<file path="src/rtl/flight_pkg.sv">
// Shared game geometry, FSM states and small geometry helpers for the
// flight engine and the VGA colouring controller.
package flight_pkg;

  typedef enum logic [1:0] {
    IDLE = 2'd0,
    PLAY = 2'd1,
    OVER = 2'd2
  } state_e;

  localparam logic [9:0] SCREEN_W   = 10'd640;
  localparam logic [9:0] SCREEN_H   = 10'd480;
  localparam logic [9:0] PLANE_X    = 10'd100;
  localparam logic [9:0] PLANE_SIZE = 10'd16;
  localparam logic [9:0] MTN_W      = 10'd30;
  localparam logic [9:0] SCROLL     = 10'd2;

  localparam logic signed [5:0] GRAVITY  = 6'sd1;
  localparam logic signed [5:0] FLAP_V   = 6'sd6;
  localparam logic signed [5:0] MAX_FALL = 6'sd8;

  localparam logic [9:0] INIT_PLANE_Y = 10'd240;
  localparam logic [9:0] INIT_M1_X    = 10'd400;
  localparam logic [9:0] INIT_M1_Y    = 10'd320;
  localparam logic [9:0] INIT_M2_X    = 10'd720;
  localparam logic [9:0] INIT_M2_Y    = 10'd360;
  localparam logic [9:0] INIT_LAVA_X  = 10'd640;
  localparam logic [9:0] MTN_Y_BASE   = 10'd240;

  // Move left by step; objects that would go negative re-enter at the right.
  function automatic logic [9:0] scroll_x(input logic [9:0] x,
                                          input logic [9:0] step);
    return (x >= step) ? x - step : SCREEN_W;
  endfunction

  // Mountain right edge crosses from at/after the plane to strictly before.
  function automatic logic passed(input logic [9:0] x,
                                  input logic [9:0] xn);
    logic [10:0] r0;
    logic [10:0] r1;
    r0 = {1'b0, x} + {1'b0, MTN_W};
    r1 = {1'b0, xn} + {1'b0, MTN_W};
    return (r0 >= {1'b0, PLANE_X}) && (r1 < {1'b0, PLANE_X});
  endfunction

  // Inclusive overlap of [a0, a0+aw] and [b0, b0+bw].
  function automatic logic overlap(input logic [9:0] a0,
                                   input logic [9:0] aw,
                                   input logic [9:0] b0,
                                   input logic [9:0] bw);
    logic [10:0] a1;
    logic [10:0] b1;
    a1 = {1'b0, a0} + {1'b0, aw};
    b1 = {1'b0, b0} + {1'b0, bw};
    return ({1'b0, a0} <= b1) && ({1'b0, b0} <= a1);
  endfunction

endpackage

</file>
<file path="src/rtl/flight_engine_lfsr8.sv">
// 8-bit Fibonacci LFSR (taps 8,6,5,4), seed 8'hA5, advances when en_i.
// Ports: clk, reset (sync, active-high), en_i, q_o (current state).
module lfsr8 (
  input  logic       clk,
  input  logic       reset,
  input  logic       en_i,
  output logic [7:0] q_o
);

  logic [7:0] q_q;
  logic [7:0] q_d;

  // Maximal-length taps: the all-zero state is never entered from A5.
  assign q_d = {q_q[6:0], ^(q_q & 8'hB8)};
  assign q_o = q_q;

  always_ff @(posedge clk) begin
    if (reset) begin
      q_q <= 8'hA5;
    end else if (en_i) begin
      q_q <= q_d;
    end
  end

endmodule

</file>
<file path="src/rtl/flight_engine.sv">
// Per-frame game physics: plane altitude, scrolling mountains/lava,
// collision and score. Ports: clk, reset, frame_tick, flap, start in;
// plane_y, mountain1_x/y, mountain2_x/y, lava_x, game_over, score out.
// Optional FLIGHT_ENGINE_LAVA_HIT_EN makes the lava box a collision source.
module flight_engine
  import flight_pkg::*;
(
  input  logic       clk,
  input  logic       reset,
  input  logic       frame_tick,
  input  logic       flap,
  input  logic       start,
  output logic [9:0] plane_y,
  output logic [9:0] mountain1_x,
  output logic [9:0] mountain1_y,
  output logic [9:0] mountain2_x,
  output logic [9:0] mountain2_y,
  output logic [9:0] lava_x,
  output logic       game_over,
  output logic [7:0] score
);

  state_e            state_q;
  logic [9:0]        py_q, m1x_q, m1y_q, m2x_q, m2y_q, lx_q;
  logic signed [5:0] vel_q;
  logic [7:0]        score_q;
  logic              over_q, pend_q, flap_q;

  logic [7:0]        rnd, rnd_rot;
  logic              upd, flap_rise, reinit;
  logic signed [5:0] vel_d;
  logic [10:0]       y_raw;
  logic              floor_hit, m1_hit, m2_hit, lava_hit, hit;
  logic [9:0]        py_d, m1x_d, m1y_d, m2x_d, m2y_d, lx_d;
  logic [1:0]        passes;
  logic [8:0]        score_sum;
  logic [7:0]        score_d;

  assign upd       = (state_q == PLAY) && frame_tick;
  assign flap_rise = flap && !flap_q;
  assign reinit    = reset || ((state_q == OVER) && start);
  assign rnd_rot   = {rnd[4:0], rnd[7:5]};

  lfsr8 u_lfsr (
    .clk   (clk),
    .reset (reset),
    .en_i  (upd),
    .q_o   (rnd)
  );

  always_comb begin
    vel_d = MAX_FALL;
    if (pend_q) begin
      vel_d = -FLAP_V;
    end else if (vel_q < MAX_FALL - GRAVITY) begin
      vel_d = vel_q + GRAVITY;
    end
    // plane_y <= 463 and vel >= -6, so bit 10 set means negative
    y_raw = {1'b0, py_q} + {{5{vel_d[5]}}, vel_d};
    floor_hit = !y_raw[10] &&
                (y_raw >= {1'b0, SCREEN_H - PLANE_SIZE});
    py_d = y_raw[9:0];
    if (y_raw[10]) begin
      py_d = 10'd0;
    end else if (floor_hit) begin
      py_d = SCREEN_H - PLANE_SIZE - 10'd1;
    end
  end

  always_comb begin
    m1x_d = scroll_x(m1x_q, SCROLL);
    m2x_d = scroll_x(m2x_q, SCROLL);
    lx_d  = scroll_x(lx_q, SCROLL + SCROLL);
    m1y_d = m1y_q;
    m2y_d = m2y_q;
    if (m1x_q < SCROLL) begin
      m1y_d = MTN_Y_BASE + {3'b0, rnd[6:0]};
    end
    if (m2x_q < SCROLL) begin
      m2y_d = MTN_Y_BASE + {3'b0, rnd_rot[6:0]};
    end
    passes = {1'b0, passed(m1x_q, m1x_d)} +
             {1'b0, passed(m2x_q, m2x_d)};
    score_sum = {1'b0, score_q} + {7'b0, passes};
    score_d = score_sum[8] ? 8'hFF : score_sum[7:0];
  end

  // Mountains extend from their top row to the bottom of the screen.
  assign m1_hit = overlap(PLANE_X, PLANE_SIZE, m1x_d, MTN_W) &&
                  overlap(py_d, PLANE_SIZE, m1y_d, SCREEN_H - m1y_d);
  assign m2_hit = overlap(PLANE_X, PLANE_SIZE, m2x_d, MTN_W) &&
                  overlap(py_d, PLANE_SIZE, m2y_d, SCREEN_H - m2y_d);

`ifdef FLIGHT_ENGINE_LAVA_HIT_EN
  localparam logic [9:0] LAVA_Y = 10'd100;
  // Extra 15 rows cover the controller's random vertical jitter.
  localparam logic [9:0] LAVA_H = PLANE_SIZE + 10'd15;
  assign lava_hit = overlap(PLANE_X, PLANE_SIZE, lx_d, PLANE_SIZE) &&
                    overlap(py_d, PLANE_SIZE, LAVA_Y, LAVA_H);
`else
  assign lava_hit = 1'b0;
`endif

  assign hit = floor_hit || m1_hit || m2_hit || lava_hit;

  always_ff @(posedge clk) begin
    if (reset) begin
      flap_q <= 1'b0;
    end else begin
      flap_q <= flap;
    end
  end

  always_ff @(posedge clk) begin
    if (reinit) begin
      state_q <= IDLE;
      py_q    <= INIT_PLANE_Y;
      vel_q   <= 6'sd0;
      m1x_q   <= INIT_M1_X;
      m1y_q   <= INIT_M1_Y;
      m2x_q   <= INIT_M2_X;
      m2y_q   <= INIT_M2_Y;
      lx_q    <= INIT_LAVA_X;
      score_q <= 8'd0;
      over_q  <= 1'b0;
      pend_q  <= 1'b0;
    end else begin
      unique case (state_q)
        IDLE: begin
          pend_q <= 1'b0;
          if (start) begin
            state_q <= PLAY;
          end
        end
        PLAY: begin
          if (frame_tick) begin
            py_q    <= py_d;
            vel_q   <= vel_d;
            m1x_q   <= m1x_d;
            m1y_q   <= m1y_d;
            m2x_q   <= m2x_d;
            m2y_q   <= m2y_d;
            lx_q    <= lx_d;
            score_q <= score_d;
            // an edge on the tick cycle belongs to the next frame
            pend_q  <= flap_rise;
            if (hit) begin
              state_q <= OVER;
              over_q  <= 1'b1;
            end
          end else if (flap_rise) begin
            pend_q <= 1'b1;
          end
        end
        OVER: begin
          pend_q <= 1'b0;
        end
        default: begin
          state_q <= IDLE;
        end
      endcase
    end
  end

  assign plane_y     = py_q;
  assign mountain1_x = m1x_q;
  assign mountain1_y = m1y_q;
  assign mountain2_x = m2x_q;
  assign mountain2_y = m2y_q;
  assign lava_x      = lx_q;
  assign game_over   = over_q;
  assign score       = score_q;

endmodule
</file>
<file path="config.mk">
export PLATFORM = sky130hd
export DESIGN_NAME = flight_engine
export DESIGN_NICKNAME = d
export VERILOG_FILES = /design/src/rtl/flight_pkg.sv /design/src/rtl/flight_engine_lfsr8.sv /design/src/rtl/flight_engine.sv
export SDC_FILE = /design/constraint.sdc
export NUM_CORES = 1
export LEC_CHECK = 0
export ABC_AREA = 1
export CAP_MARGIN = 15
export CORE_MARGIN = 1
export CORE_UTILIZATION = 60
export CTS_BUF_LIST = sky130_fd_sc_hd__clkbuf_4 sky130_fd_sc_hd__clkbuf_8
export DETAILED_ROUTE_END_ITERATION = 16
export PLACE_DENSITY = 0.86
export SYNTH_ARGS = -nofsm -noshare
export SYNTH_HDL_FRONTEND = slang
export SYNTH_SLANG_ARGS = --single-unit
</file>
<file path="constraint.sdc">
create_clock -name clk -period 5.1 [get_ports clk]
set_clock_uncertainty 0.1 [all_clocks]
set_input_delay 1.275 -clock clk [delete_from_list [all_inputs] [get_ports clk]]
set_output_delay 1.275 -clock clk [all_outputs]
set_load 0.05 [all_outputs]
</file>
Word level (Yosys, flattened, before mapping) --
Index checks and enable logic that the tools add are counted. Widths: inputs -> output; s select.
Word-level totals: output and inout port bits 69, logic and storage cells 99, input bits 5, flip-flop bits (word level) 87
Cells by class: add/sub/neg operators 18, reduce and logical (&&, ||, !) cells 25, order comparisons 19, equality and inequality tests 6, bitwise logic cells 1, muxes and demuxes 17
Operator list (number):
- $mux 10 | 7
- $add 10x5->11 const B | 5
- $le 10x11->1 | 4
- $add 10x10->11 | 2
- $ge 11x7->1 const B | 2
- $le 7x11->1 const A | 2
- $lt 11x7->1 const B | 2
- $ge 10x2->1 const B | 2
- $le 10x7->1 const B | 2
- $lt 10x2->1 const B | 2
- $sub 10x2->10 const B | 2
- $sub 9x10->10 const A | 2
- $add 8x7->9 const A | 2
- $logic_and 1x1->1 | 12
- $mux 6 | 2
- $add 10x11->11 | 1
- $ge 11x9->1 const B | 1
- $ge 10x3->1 const B | 1
- $sub 10x3->10 const B | 1
- $add 8x2->9 | 1
- $mux 8 | 1
- $reduce_xor 8->1 | 1
- $add 6x2->6 const B | 1
- $lt 6x4->1 const B | 1
- other kinds (18) | 27

Longest topological paths before layout --
Gate-level depths: netlist of the first run.
depth in word-level cells 17, gate-level depth with buffers 37, depth with buffers taken out 37

Hierarchy --
A second synthesis of the first run with hierarchy kept.
Unflattened totals: cell total of the unflattened synthesis 1132, area total of the unflattened synthesis 7439.6 um^2
By module, submodules not included:
- flight_engine | seq. area each 1541.5 um^2, area an instance 7049.3 um^2, instances 1, cells each 1077
- lfsr8 | seq. area each 160.2 um^2, area an instance 390.4 um^2, instances 1, cells each 55

Worst setup path before layout of the first run --
No wires, ideal clock.
kind register to register, start point register vel_q[0], end point register state_q[0], arrival time 4.070 ns, setup time 0.109 ns, stages on the path, launching flop included 36, data required time 4.891 ns, path slack 0.822 ns, buffers on the path 0, clock period less this slack 4.278 ns, path through dfxtp_1 ha_1 nand2_1 a31oi_1 nor3_1 ha_1 inv_1 fa_1 inv_1 nand2_1 nand2_1 nand3_1 nand3_1 nand2_1 nand4_2 nand2_1 o21ai_0 inv_1 ha_1 a21oi_1 nand2_1 a21oi_1 o21ai_0 nand3_1 nand2_1 a21o_1 nand2_1 nor2_1 a21oi_1 nand3_1 nand2_1 inv_1 nand2_2 nand3_1 nand2_1 inv_1
On the way: longest elaborated chain between the ends 16, elaborated cells between the ends (all ways) 23, classes of those cells add/sub (3); order compare (6); eq/ne (1); mux (4); reduce/logical (9)
RTL lines:
- start, declared | line flight_engine.sv:25 | logic signed [5:0] vel_q;
- start signal, assigned | line flight_engine.sv:138 | vel_q <= vel_d;
- $add 6x2->6 or $lt 6x4->1 (tied branches) | line flight_engine.sv:56, flight_engine.sv:55
- $mux 6 * | line flight_engine.sv:55 | end else if (vel_q < MAX_FALL - GRAVITY) begin
- $mux 6 * | line flight_engine.sv:53 | if (pend_q) begin
- net vel_d[0] | line flight_engine.sv:31 | logic signed [5:0] vel_d;
- $add 10x11->11 * | line flight_engine.sv:59 | y_raw = {1'b0, py_q} + {{5{vel_d[5]}}, vel_d};
- $ge 11x9->1 or $logic_not 1->1 (tied branches) | line flight_engine.sv:61, flight_engine.sv:60
- $logic_and 1x1->1 | line flight_engine.sv:60 | floor_hit = !y_raw[10] &&
- $mux 10 | line flight_engine.sv:65 | end else if (floor_hit) begin
- [1 not listed]
- net py_d[1] | line flight_engine.sv:34 | logic [9:0] py_d, m1x_d, m1y_d, m2x_d, m2y_d, lx_d;
- $add 10x5->11 | line flight_pkg.sv:53 | a1 = {1'b0, a0} + {1'b0, aw};
- $le 10x11->1 | line flight_pkg.sv:55 | return ({1'b0, a0} <= b1) && ({1'b0, b0} <= a1);
- $logic_and 1x1->1 | line flight_pkg.sv:55
- $logic_and 1x1->1 | line flight_engine.sv:89 | assign m1_hit = overlap(PLANE_X, PLANE_SIZE, m1x_d, MTN_W) &&
- $logic_or 1x1->1 | line flight_engine.sv:104 | assign hit = floor_hit || m1_hit || m2_hit || lava_hit;
- $logic_or 1x1->1 * | line flight_engine.sv:104
- $ne 2x2->1 (no line) *
- $reduce_and 4->1 (no line) *
- end signal, assigned | line flight_engine.sv:116 | state_q <= IDLE;
- end signal, assigned | line flight_engine.sv:132 | state_q <= PLAY;
- end signal, assigned | line flight_engine.sv:148 | state_q <= OVER;
- end, declared | line flight_engine.sv:23 | state_e state_q;
The timed path passes the listed nets; every way through them passes the cells marked *. A chain may end at the register's enable or synchronous reset.

Worst setup path after layout of the first run --
Ends and elaborated chain as after synthesis.

==> results of run 1 <==
what timing repair did:
action / in CTS / in global routing
resized for setup: 0 / 10
setup endpoints to repair: 0 / 3
hold buffers: 0 / 0
kinds of logic after synthesis:
group	Yosys count
compound gates	204
xor+xnor	47
fa+ha+maj	75
buf+inv	195
flops	85
other cells	2
simple gates	514
layer usage:
layer,up-vias,GRT usage,part of all wire
li1,3802,-,-
met3,55,0.06482,0.072
met1,3449,0.3990,0.44
met5,-,0,0
met4,0,0.1325,0.034
met2,263,0.5179,0.45
critical path: cells and delay by family, from the launching register on:
kind	cells	cell delay [ns]
AND/OR/NAND/NOR	20	1.97
adder cells (fa/ha/maj)	5	1.38
flip-flops	1	0.35
XOR/XNOR	1	0.20
AO/OA/AOI/OAI	2	0.19
buffers and inverters	5	0.35
cell type report:
| cell class | count | area (um^2) |
|---|---|---|
| Timing Repair Buffer | 78 | 763.2 |
| Clock buffer | 10 | 131.4 |
| Tap cell | 168 | 210.2 |
| Sequential cell | 85 | 1702 |
| Fill cell | 1068 | 3553 |
| Multi-Input combinational cell | 848 | 5079 |
| Inverter | 170 | 645.6 |
| Clock inverter | 4 | 27.53 |
cells in the mapped netlist, types with 2 or more instances:
cell type / instances / area, um^2
buf_2: 3 / 15.01
nand3_4: 3 / 52.55
a211oi_1: 7 / 52.55
inv_2: 11 / 41.29
o21a_2: 2 / 17.52
nand2_4: 8 / 90.09
nand3b_1: 3 / 22.52
nand3_1: 71 / 355.3
nand2_2: 17 / 106.4
a31oi_1: 6 / 37.54
nand3_2: 2 / 20.02
nor2_2: 7 / 43.79
o21ai_2: 7 / 61.31
or2_2: 5 / 31.28
conb_1: 2 / 7.510
nand4_1: 12 / 75.07
a21o_1: 2 / 15.01
ha_1: 73 / 913.4
nor2_8: 6 / 120.1
nor3_1: 19 / 95.09
o211ai_1: 14 / 105.1
inv_1: 156 / 585.6
a21oi_2: 2 / 17.52
nor2_4: 8 / 90.09
a21oi_1: 90 / 450.4
o221ai_1: 3 / 26.28
o21ai_1: 4 / 20.02
fa_1: 2 / 40.04
or2_1: 4 / 25.02
nor2_1: 81 / 304.0
buf_4: 2 / 15.01
nand2_1: 260 / 975.9
o21ai_0: 59 / 295.3
xor2_1: 30 / 262.8
xnor2_1: 17 / 148.9
nor4_1: 2 / 12.51
dfxtp_1: 85 / 1702
clkbuf_1: 18 / 67.56
through the flow:
stage                 util  total power, mW  TNS [ns]
finish              0.7066            2.661         0
global route        0.7066            2.885  -0.01747
CTS                 0.7042            2.627         0
detailed placement  0.6911            2.192         0
global placement    0.6911            2.160         0
floorplan                -            1.834         0
final timing paths:
kind           endpoint  slack, ns        from
max          state_q[0]       0.44    vel_q[0]
max reg2reg  state_q[0]       0.44    vel_q[0]
min reg2reg  plane_y[9]       0.36  plane_y[9]
min          plane_y[9]       0.36  plane_y[9]
flip-flops by register name, summed over array words and instances (netlist names):
name         cells
mountain1_x     10
mountain2_x     10
plane_y         10
state_q          2
score            8
u_lfsr.q_o       8
flap_q           1
lava_x           8
pend_q           1
vel_q            6
game_over        1
mountain2_y     10
mountain1_y     10
placed cells by master (no fill, tap or decap), types with 9 or more instances in the layout:
cell type and count:
nand2_1 256, inv_1 156, a21oi_1 89, dfxtp_1 85
nor2_1 81, ha_1 72, nand3_1 71, clkdlybuf4s50_1 71
o21ai_0 57, xor2_1 30, nand2_2 21, nor3_1 18
xnor2_1 17, o211ai_1 14, nand4_1 12, inv_2 11
clkbuf_8 9
power by group:
group	total, mW	switching [mW]	leakage, nW	internal [mW]
Sequential	0.780	0.0687	0.693	0.712
Combinational	1.45	0.948	3.50	0.502
Clock	0.431	0.255	0.0737	0.176
Total	2.66	1.27	4.27	1.39
==> metrics.csv, run 1 <==
metric,value,unit
I/O Pins,74,
Clock Sinks,85,
worst path arrival time,4.83,ns
row count,40,
# Max-Cap Violations,0,
clock slew at reported path FFs,0.09,ns
vias in the first global route,6944,
Post-synth EDFFs,0,
layout cells sized above 1,0.09540,
CP max FO,4,
ys async rst share,0,
clock buffer depth,2,
R2R depth,33,
drt total wl,19750,um
Worst setup EP type,flip-flop,
CTS Buf Count,9,
first-pass GRT wire length,32490,um
Unique masters post-synth,57,
Core Area,0.01211,mm^2
Post-Synth XOR/XNOR Area,0.05492,
P_leak,4.268,nW
Area Overhead vs Synth,14.17,%
CP max stage delay,0.38,ns
Post-synth top flop,dfxtp_1,
routed vias/inst,5.553,
final setup violation count,0,
synthesized instance count,1122,
CP max stage cell,fa_1,
hpwl dp,15160,um
fmax,214.5,MHz
via count,7569,
Final Instance Count excl. Fillers,1363,
sequential fraction of the synthesis area,0.2270,
drt pass-1 iters,5,
chip height,113.8,um
HP Class,reg -> reg,
TritonCTS clock tree,yes,
clk root buf,clkbuf_8,
Final Cell Area,0.008558,mm^2
Hold Path Stages,2,
initial drt markers,584,
DRC,0,
port bufs,71,
Max H-tree Level,3,
Peak VDD IR,0.0001869,V
adder-cell share of the synthesized area,0.1272,
placed insts,1349,
Die W,113.8,um
max-slew violations,0,
DR WL/cell,14.49,um
slew margin rel.,0.2181,
Final period util,0.9143,
Final GP Congestion,0.9736,
number of setup buffers added after CTS,0,
initial antenna violation count,0,
fin nets,1272,
syn_area_per_cell,6.681,um^2
Tot GR Track Use,0.3140,
"Clk Latency, worst-skew pair",0.38,ns
run status,finished clean,
WP data required,5.27,ns
mux contribution to synthesized area,0,
Yosys warning count,0,
worst hold slack,0.3624,ns
GRT overflow,0,
pre-CTS setup slack,0.4230,ns
Simple-Gate Fraction of Synth Area,0.3312,
main combinational cell family by area after synthesis,simple AND/OR/NAND/NOR gates,
DP Area,0.008371,mm^2
Slew @ Worst Pin,1.172,ns
Initial Util,0.6189,
Worst Setup Path Type,reg -> reg,
Compound-Gate Fraction of Synth Area,0.1561,
largest net degree at the start of global routing,37,
Synth Register Bits,85,
final worst setup slack,0.4370,ns
Mapped Area,0.007496,mm^2
Worst path most repeated cell,nand2_1,
Final min period,4.663,ns
PwrDens,310.9,mW/mm^2
antenna cells,0,
DRT antenna net count,0,
die area,0.01294,mm^2
Fin. Hold Viols,0,
Worst Setup Start Kind,flip-flop,
No activity file was read; power rests on OpenSTA's default activity.
==> run 2, diff against run 1 <==
- CORE_UTILIZATION: 60 -> 65
- DONT_BUFFER_PORTS: unset -> 1
- PLACE_DENSITY: 0.86 -> 0.84
==> run 2 against run 1 <==
Compared with the run above: die area shrank 7.6%; utilization grew 2.1 points; critical path type unchanged; hold slack gained 0.042 ns.
==> metrics.csv, run 2 (synthesized netlist as in run 1, its figures left out) <==
metric,value,unit,change
Peak VDD IR,0.0002641,V,+41%
max-slew violations,0,,unchanged
Worst setup EP type,flip-flop,,
hpwl dp,15490,um,+2.1%
worst hold slack,0.4049,ns,+0.04249 ns
Clock power frac,0.168,,+0.006
vias in the first global route,6779,,-2.4%
initial drt markers,565,,-3.3%
WP data required,5.31,ns,+0.04 ns
fmax,216.2,MHz,+0.82%
CP max stage cell,dfxtp_1,,
chip height,109.4,um,-3.9%
first-pass GRT wire length,32260,um,-0.68%
clk root buf,clkbuf_8,,
wl on met1,8563,um,-1.5%
Seq pwr share,0.306,,+0.013
run status,finished clean,,
Tot GR Track Use,0.3465,,+0.03254
Final GP Congestion,1.028,,+5.6%
fin nets,1228,,-3.5%
final core occ,0.7272,,+0.02059
die area,0.01197,mm^2,-7.6%
Clock Sinks,85,,unchanged
routed vias/inst,5.754,,+3.6%
clock buffer depth,2,,unchanged
total power,2.634,mW,-1.0%
Gate power share,0.526,,-0.019
Initial Util,0.6796,,+0.06065
Max H-tree Level,3,,unchanged
Final min period,4.625,ns,-0.03794 ns
layout cells sized above 1,0.1224,,+0.02700
top routing layer used,met4,,
Net Sw Frac,0.4834,,+0.005566
DP Area,0.007797,mm^2,-6.8%
final setup violation count,0,,unchanged
DR WL/cell,15.63,um,+7.8%
Int Pwr,1.361,mW,-2.1%
row count,38,,-5.0%
most frequent cells in the layout,"256 x nand2_1, 156 x inv_1, 89 x a21oi_1",,
largest net degree at the start of global routing,57,,+54%
hold_buf cts,0,,unchanged
DRT antenna net count,0,,unchanged
P_leak,4.147,nW,-2.8%
TNS Setup,0,ns,unchanged
DRC,0,,unchanged
GRT overflow,0,,unchanged
placed insts,1273,,-5.6%
crit-path leading delay family,simple AND/OR/NAND/NOR gates,,
WL met3,1678,um,+18%
DR WL met2,9229,um,+3.0%
CTS Buf Count,9,,unchanged
antenna cells,0,,unchanged
final worst setup slack,0.4749,ns,+0.03794 ns
PwrDens,328.4,mW/mm^2,+5.6%
HP Class,reg -> reg,,
Slew @ Worst Pin,1.106,ns,-0.06554 ns
"commonest non-fill, non-tap cell in the layout",nand2_1,,
Final period util,0.9069,,-0.007438
CP max FO,13,,+9
drt pass-1 iters,6,,+1
Fin. Hold Viols,0,,unchanged
Worst path most repeated cell,nand2_1,,
"Clk Latency, worst-skew pair",0.38,ns,about the same
Final Cell Area,0.008021,mm^2,-6.3%
via count,7434,,-1.8%
worst path arrival time,4.83,ns,about the same
Core Area,0.01103,mm^2,-8.9%
initial antenna violation count,0,,unchanged
clock slew at reported path FFs,0.09,ns,about the same
TritonCTS clock tree,yes,,
NetSw,1.273,mW,+0.13%
# Max-Cap Violations,0,,unchanged
port bufs,0,,-100%
drt total wl,20190,um,+2.2%
Die W,109.4,um,-3.9%
Final Instance Count excl. Fillers,1292,,-5.2%
Area Overhead vs Synth,7.010,%,
CP bufs+invs,3,,-2
Worst Setup Path Type,reg -> reg,,
pre-CTS setup slack,0.4570,ns,+0.03401 ns
I/O Pins,74,,unchanged
CP max stage delay,0.42,ns,+0.04 ns
Worst Setup Start Kind,flip-flop,,
slew margin rel.,0.2618,,+0.04374
[run 2: area by class of cell]
type | instances | area [um^2]
Clock buffer | 10 | 131.4
Clock inverter | 5 | 37.54
Fill cell | 964 | 3009
Inverter | 170 | 645.6
Multi-Input combinational cell | 848 | 5075
Sequential cell | 85 | 1702
Tap cell | 140 | 175.2
Timing Repair Buffer | 34 | 255.2
[run 2: power groups by stage]
stage	Combinational [mW]	Clock (mW)	Sequential, mW
finish	1.39	0.443	0.806
global route	1.56	0.471	0.813
CTS	1.36	0.444	0.804
detailed placement	1.34	0	0.819
global placement	1.32	0	0.818
floorplan	0.945	0	0.889
[run 2: tightest hold or removal path, delay by kind of cell (launching register included)]
| kind | cells | cell delay [ns] |
|---|---|---|
| AOI/OAI and AO/OA | 1 | 0.05 |
| DFF | 1 | 0.33 |
| and+or+nand+nor | 1 | 0.08 |
[run 2: final timing paths]
kind	end	slack, ns	start	depth (start not counted)
setup / recovery	state_q[1]	0.47	mountain1_x[1]	30
setup reg to reg	state_q[1]	0.47	mountain1_x[1]	30
hold / removal	pend_q	0.40	state_q[0]	2
hold reg to reg	pend_q	0.40	state_q[0]	2
[run 2: what timing repair did]
action,4_1_cts,5_1_grt
buffers inserted,0,4
setup endpoints to repair,0,3
resized for setup,0,9
[run 2: routing by layer]
metal | GRT usage | vias to the layer above
li1 | - | 3704
met2 | 0.5813 | 291
met4 | 0.1514 | 0
met1 | 0.4123 | 3375
met3 | 0.09721 | 64
met5 | 0 | -
